[config.mk]
export PLATFORM = sky130hd
export DESIGN_NAME = cpu_clock_controller
export DESIGN_NICKNAME = d
export VERILOG_FILES = /design/src/rtl/cpu_clock_controller.sv
export SDC_FILE = /design/constraint.sdc
export NUM_CORES = 1
export LEC_CHECK = 0
export ABC_CLOCK_PERIOD_IN_PS = 3700
export BUFFER_PORTS_ARGS = -buffer_cell sky130_fd_sc_hd__buf_2
export CAP_MARGIN = 25
export CORE_MARGIN = 8
export CORE_UTILIZATION = 45
export CTS_CLUSTER_DIAMETER = 50
export CTS_CLUSTER_SIZE = 10
export DETAILED_ROUTE_END_ITERATION = 12
export PLACE_DENSITY = 0.68
export SLEW_MARGIN = 20
export SYNTH_ARGS = -nofsm -noshare
export SYNTH_HDL_FRONTEND = slang
export SYNTH_SLANG_ARGS = --single-unit
[constraint.sdc]
create_clock -name clk -period 3.7 [get_ports clk]
set_input_delay 0.74 -clock clk [delete_from_list [all_inputs] [get_ports clk]]
set_output_delay 0.74 -clock clk [all_outputs]
set_load 0.01 [all_outputs]
[src/rtl/cpu_clock_controller.sv]
// Programmable CPU clock generator: halt, free-run, single-step and burst modes,
// with a debounced step button, rise/fall strobes and a rising-edge counter.
module cpu_clock_controller #(
  parameter int unsigned DIV_WIDTH       = 16,
  parameter int unsigned COUNT_WIDTH     = 32,
  parameter int unsigned BURST_WIDTH     = 16,
  parameter int unsigned DEBOUNCE_CYCLES = 1_000_000
) (
  input  logic                   clk,
  input  logic                   rst,
  input  logic [1:0]             mode,
  input  logic [DIV_WIDTH-1:0]   divide,
  input  logic [BURST_WIDTH-1:0] burst_len,
  input  logic                   step_button,
  input  logic                   clear_count,
  output logic                   cpu_clk,
  output logic                   cpu_rise,
  output logic                   cpu_fall,
  output logic                   busy,
  output logic [COUNT_WIDTH-1:0] cycle_count,
  output logic [BURST_WIDTH-1:0] burst_remaining
);

  localparam int unsigned DB_W = (DEBOUNCE_CYCLES > 1) ? $clog2(DEBOUNCE_CYCLES) : 1;
  localparam logic [DB_W-1:0] DB_LAST = DB_W'(DEBOUNCE_CYCLES - 1);

  localparam logic [1:0] MODE_HALT  = 2'd0;
  localparam logic [1:0] MODE_FREE  = 2'd1;
  localparam logic [1:0] MODE_STEP  = 2'd2;
  localparam logic [1:0] MODE_BURST = 2'd3;

  typedef enum logic [1:0] {
    IDLE = 2'd0,
    HIGH = 2'd1,
    LOW  = 2'd2
  } state_t;

  // Button synchronizer and debouncer; press is a one-cycle pulse on a debounced rise
  logic            sync_q1;
  logic            sync_q2;
  logic            db_level;
  logic [DB_W-1:0] db_cnt;
  logic            press;

  always_ff @(posedge clk or negedge rst) begin
    if (!rst) begin
      sync_q1  <= 1'b0;
      sync_q2  <= 1'b0;
      db_level <= 1'b0;
      db_cnt   <= '0;
      press    <= 1'b0;
    end else begin
      sync_q1 <= step_button;
      sync_q2 <= sync_q1;
      press   <= 1'b0;
      if (sync_q2 == db_level) begin
        db_cnt <= '0;
      end else if (db_cnt == DB_LAST) begin
        db_level <= sync_q2;
        db_cnt   <= '0;
        press    <= sync_q2;
      end else begin
        db_cnt <= db_cnt + DB_W'(1);
      end
    end
  end

  state_t                 state;
  state_t                 state_nxt;
  logic [DIV_WIDTH-1:0]   eff_div;
  logic [DIV_WIDTH-1:0]   eff_div_nxt;
  logic [DIV_WIDTH-1:0]   phase_cnt;
  logic [DIV_WIDTH-1:0]   phase_cnt_nxt;
  logic [DIV_WIDTH-1:0]   div_in;
  logic [1:0]             run_mode;
  logic [1:0]             run_mode_nxt;
  logic                   busy_nxt;
  logic                   cpu_clk_nxt;
  logic                   cpu_rise_nxt;
  logic                   cpu_fall_nxt;
  logic [BURST_WIDTH-1:0] burst_rem_nxt;
  logic [COUNT_WIDTH-1:0] count_nxt;
  logic                   phase_done;
  logic                   press_ok;
  logic                   idle_start;
  logic                   abort;
  logic                   period_cont;

  assign div_in     = (divide == '0) ? DIV_WIDTH'(1) : divide;
  assign phase_done = (phase_cnt == '0);
  assign press_ok   = press & ((mode == MODE_STEP) |
                               ((mode == MODE_BURST) & (burst_len != '0)));
  assign idle_start = (mode == MODE_FREE) | press_ok;
  assign abort      = busy & (mode != run_mode);
  // A step always ends after one period; a burst chains periods until the count is exhausted
  assign period_cont = busy ? (~abort & (run_mode == MODE_BURST) & (burst_remaining != '0))
                            : (mode == MODE_FREE);

  always_ff @(posedge clk or negedge rst) begin
    if (!rst) begin
      state           <= IDLE;
      eff_div         <= DIV_WIDTH'(1);
      phase_cnt       <= '0;
      run_mode        <= MODE_HALT;
      busy            <= 1'b0;
      cpu_clk         <= 1'b0;
      cpu_rise        <= 1'b0;
      cpu_fall        <= 1'b0;
      burst_remaining <= '0;
      cycle_count     <= '0;
    end else begin
      state           <= state_nxt;
      eff_div         <= eff_div_nxt;
      phase_cnt       <= phase_cnt_nxt;
      run_mode        <= run_mode_nxt;
      busy            <= busy_nxt;
      cpu_clk         <= cpu_clk_nxt;
      cpu_rise        <= cpu_rise_nxt;
      cpu_fall        <= cpu_fall_nxt;
      burst_remaining <= burst_rem_nxt;
      cycle_count     <= count_nxt;
    end
  end

  // Phase sequencing: mode is only consulted at period boundaries
  always_comb begin
    state_nxt = state;
    case (state)
      IDLE:    if (idle_start) state_nxt = HIGH;
      HIGH:    if (phase_done) state_nxt = LOW;
      LOW:     if (phase_done) state_nxt = period_cont ? HIGH : IDLE;
      default: state_nxt = IDLE;
    endcase
  end

  always_comb begin
    cpu_clk_nxt   = (state_nxt == HIGH);
    cpu_rise_nxt  = (state_nxt == HIGH) && (state != HIGH);
    cpu_fall_nxt  = (state == HIGH) && (state_nxt == LOW);
    eff_div_nxt   = eff_div;
    phase_cnt_nxt = phase_cnt;
    run_mode_nxt  = run_mode;
    busy_nxt      = busy;
    burst_rem_nxt = burst_remaining;

    // divide is latched once per period so in-flight phases keep their length
    if (cpu_rise_nxt) begin
      eff_div_nxt   = div_in;
      phase_cnt_nxt = div_in - DIV_WIDTH'(1);
    end else if (cpu_fall_nxt) begin
      phase_cnt_nxt = eff_div - DIV_WIDTH'(1);
    end else if (!phase_done) begin
      phase_cnt_nxt = phase_cnt - DIV_WIDTH'(1);
    end

    if ((state == IDLE) && (state_nxt == HIGH)) begin
      run_mode_nxt = mode;
      busy_nxt     = (mode != MODE_FREE);
      if (mode == MODE_BURST) burst_rem_nxt = burst_len;
    end

    if (cpu_fall_nxt && busy && (run_mode == MODE_BURST) && (burst_remaining != '0))
      burst_rem_nxt = burst_remaining - BURST_WIDTH'(1);

    if ((state == LOW) && (state_nxt == IDLE)) begin
      busy_nxt      = 1'b0;
      burst_rem_nxt = '0;
    end

    if (clear_count)   count_nxt = '0;
    else if (cpu_rise) count_nxt = cycle_count + COUNT_WIDTH'(1);
    else               count_nxt = cycle_count;
  end

endmodule

==> metrics.md <==
| Metric | Value |
|---|---|
| Max-cap check violation count | 0 |
| Crit path time final | 3370 ps |
| PostCTS Resize Cnt | 0 |
| Hold_buf cts | 0 |
| Area of the core | between 10000 and 15000 sq um |
| Post-CTS Setup Bufs | 0 |
| Number of flops mapped to enable cells by yosys | 0 |
| Count leader, synth | dfrtp_1 |
| Highest Clock Rate | 297 MHz |
| Crit path capture type | flop |
| RR Endpoint | phase_cnt[10] |
| Vias per cell | 5.72 |
| Nets@finish | 806 |
| WP data arrival | 3590 ps |
| Reg2Reg Setup Slack | 330 ps |
| Fin crit share | 0.911 |
| Clock Skew | 13.2 ps |
| CTS sink cnt | about 110 |
| # IOs | 90 |
| Gr ovfl total | 0 |
| Synth area leader | dfrtp_1 |
| PwrDens | 509 nW/um^2 |
| Total track usage | 0.177 |
| CP Max Fanout | 14 |
| Clock Path Buffers | 2 |
| Setup violation total in the final timing report | 0 |
| Die span in y | about 130 um |
| Final setup TNS | 0 ps |
| Vias in the first global route | around 5.4k |
| DRT antenna net count | 0 |
| Ys Warns | 0 |
| CTS clk-pin slew, worst paths | 80 ps |
| Filler Cells Inserted | 1239 |
| H-tree depth | 3 |
| Width of the die | around 130 um |
| Row cnt | 42 |
| Cell area after synthesis | between 6000 and 7000 sq um |
| Register area share after synthesis | 0.461 |
| WP data required | approximately 3900 ps |
| Final core occ | 0.534 |
| Reg-to-reg critical path startpoint | burst_remaining[1] |
| Share of cells above drive strength 1 | 0.182 |
| Detailed Route Iter0 Violations | 449 |
| Yosys reg bits | 112 |
| Starting Density | 0.460 |
| Number of diodes | 0 |
| Slew margin rel. | 0.473 |
| Leakage | 3.35 nW |
| Final Wtd Congestion | 0.930 |
| Drt first pass iters | 5 |
| Mapped Cells | 670 |
| Port Buffers | between 80 and 90 |
| Largest cells by area after synthesis | dfrtp_1 (46%), nand2_1 (6.2%), nor2_1 (5.5%), xor2_1 (5.0%), mux2i_1 (3.3%) |
| Startpoint Class | flop |
| CTS Buf Count | 9 |
| Hold Crit Class | flop to flop |
| DR WL/cell | roughly 16 um |
| Crit. Startpoint | burst_remaining[1] |
| Fin. Hold Viols | 0 |
| Synth async-reset ratio | 1.00 |
| Final HPWL DP | 11300 um |
| # DRC | 0 |
| Die area | 17500 sq um |
| Skew-Pair Late Insertion Delay | 350 ps |
| Tot Pwr | 3.60 mW |
| Syn Nets | 712 |
| Final Max Slew Viols | 0 |
| Critical setup path kind | flop to flop |
| Syn Area/Cell | 9.09 sq um |
| Root buffer cell | clkbuf_16 |
| Synth top area share | 0.456 |
| Slew @ Worst Pin | 784 ps |
| Setup crit end | phase_cnt[10] |
| Unrepaired setup endpoints after global routing | false |
| DR vias | between 5k and 6k |
| Status | complete, no violations |
| Top cells by count, synth | dfrtp_1 (111), nand2_1 (101), nor2_1 (90) |
| Netlist cell types | 69 |
| Max VDD drop | 0.286 mV |
| Worst r2r path cells | 15 |
| WL final | about 15000 um |
| Largest net degree at the start of global routing | 84 |
| Area growth syn-to-layout | 16.1% |
| First-pass GRT wire length | 26100 um |
| Antenna violations before repair | 0 |
| CTS tree | built |
| Top FF cell, synth | dfrtp_1 |
## worst max-delay path, stage by stage, from the launching register on
cell and delay, ps:
dfrtp_1 420, inv_1 80, ha_1 200, or4b_1 560, nor4_4 210, o211ai_2 140
a21oi_4 170, inv_2 50, buf_4 170, nand2_1 90, o21a_1 120, ha_1 170
inv_1 120, or4_1 520, o211ai_1 90, o21ai_0 100
## stage by stage
step | hold slack (ps) | instances | instance area [sq um] | setup slack (ps)
2_1_floorplan | 331 | 670 | 6090 | 32.7
3_3_place_gp | 361 | 929 | 6780 | 445
3_5_place_dp | 356 | 929 | 6780 | 333
4_1_cts | 373 | 945 | 7060 | 352
5_1_grt | 374 | 945 | 7070 | 74.6
6_report | 366 | 945 | 7070 | 331
## cell type report
type / instances / area (sq um) / area share
Multi-Input combinational cell: 528 / 3150 / 0.446
Timing Repair Buffer: 106 / 579 / 0.0820
Clock inverter: 6 / 52.6 / 0.00744
Tap cell: 176 / 220 / 0.0312
Sequential cell: 112 / 2800 / 0.397
Inverter: 7 / 26.3 / 0.00372
Clock buffer: 10 / 229 / 0.0324
## placed cells by master (no fill, tap or decap), types with 3 or more instances in the layout
master	instances
and2_1	3
mux2_2	4
o22ai_1	3
clkbuf_16	9
o21a_1	3
nor2b_1	3
nand2_1	101
nor2_1	90
a21oi_1	28
buf_4	17
nand4_1	16
a221o_1	3
and3_1	18
inv_1	6
or3_1	6
o21ai_1	6
nor4b_1	5
ha_1	4
a21o_1	9
o21ai_0	28
o31ai_1	5
nand3_1	31
xnor2_1	18
and4_1	5
nor4_1	18
dfrtp_1	111
buf_2	88
nor3_1	18
xor2_1	35
a211o_1	6
or4_1	4
mux2i_1	20
## flip-flops by register name, summed over array words and instances (netlist names)
register	cells
eff_div	16
press	1
phase_cnt	16
burst_remaining	16
sync_q1	1
sync_q2	1
cpu_rise	1
cpu_clk	1
db_cnt	20
cpu_fall	1
busy	1
cycle_count	32
db_level	1
run_mode	2
state	2
## layer usage
layer / GRT usage / up-vias / share of wire
met4: 0.0662 / 0 / 0.011
met1: 0.230 / 2595 / 0.45
li1: - / 2584 / -
met5: 0 / - / 0
met3: 0.0370 / 16 / 0.073
met2: 0.282 / 211 / 0.47
## where the power goes
group | switching (mW) | internal (mW) | total, mW | leakage, nW
sequential | 0.259 | 1.45 | 1.71 | 1.48
combinational | 0.532 | 0.419 | 0.951 | 1.74
clock | 0.468 | 0.468 | 0.936 | 0.131
## worst min-delay path by stage
| stage | cells past startpoint | startpoint | end | slack [ps] |
|---|---|---|---|---|
| floorplan | 0 | sync_q1 | sync_q2 | 330 |
| global placement | 0 | sync_q1 | sync_q2 | 360 |
| detailed placement | 0 | sync_q1 | sync_q2 | 360 |
| CTS | 0 | sync_q1 | sync_q2 | 370 |
| global route | 0 | sync_q1 | sync_q2 | 370 |
| finish | 0 | sync_q1 | sync_q2 | 370 |
## cell families after synthesis
kind of cell / after synthesis / synth area share
xor+xnor: 53 / 0.0762
mux: 24 / 0.0403
compound gates: 113 / 0.124
buf+inv: 30 / 0.0214
fa+ha+maj: 4 / 0.00822
flops: 112 / 0.461
simple gates: 334 / 0.269
No activity file was read; power rests on OpenSTA's default activity.
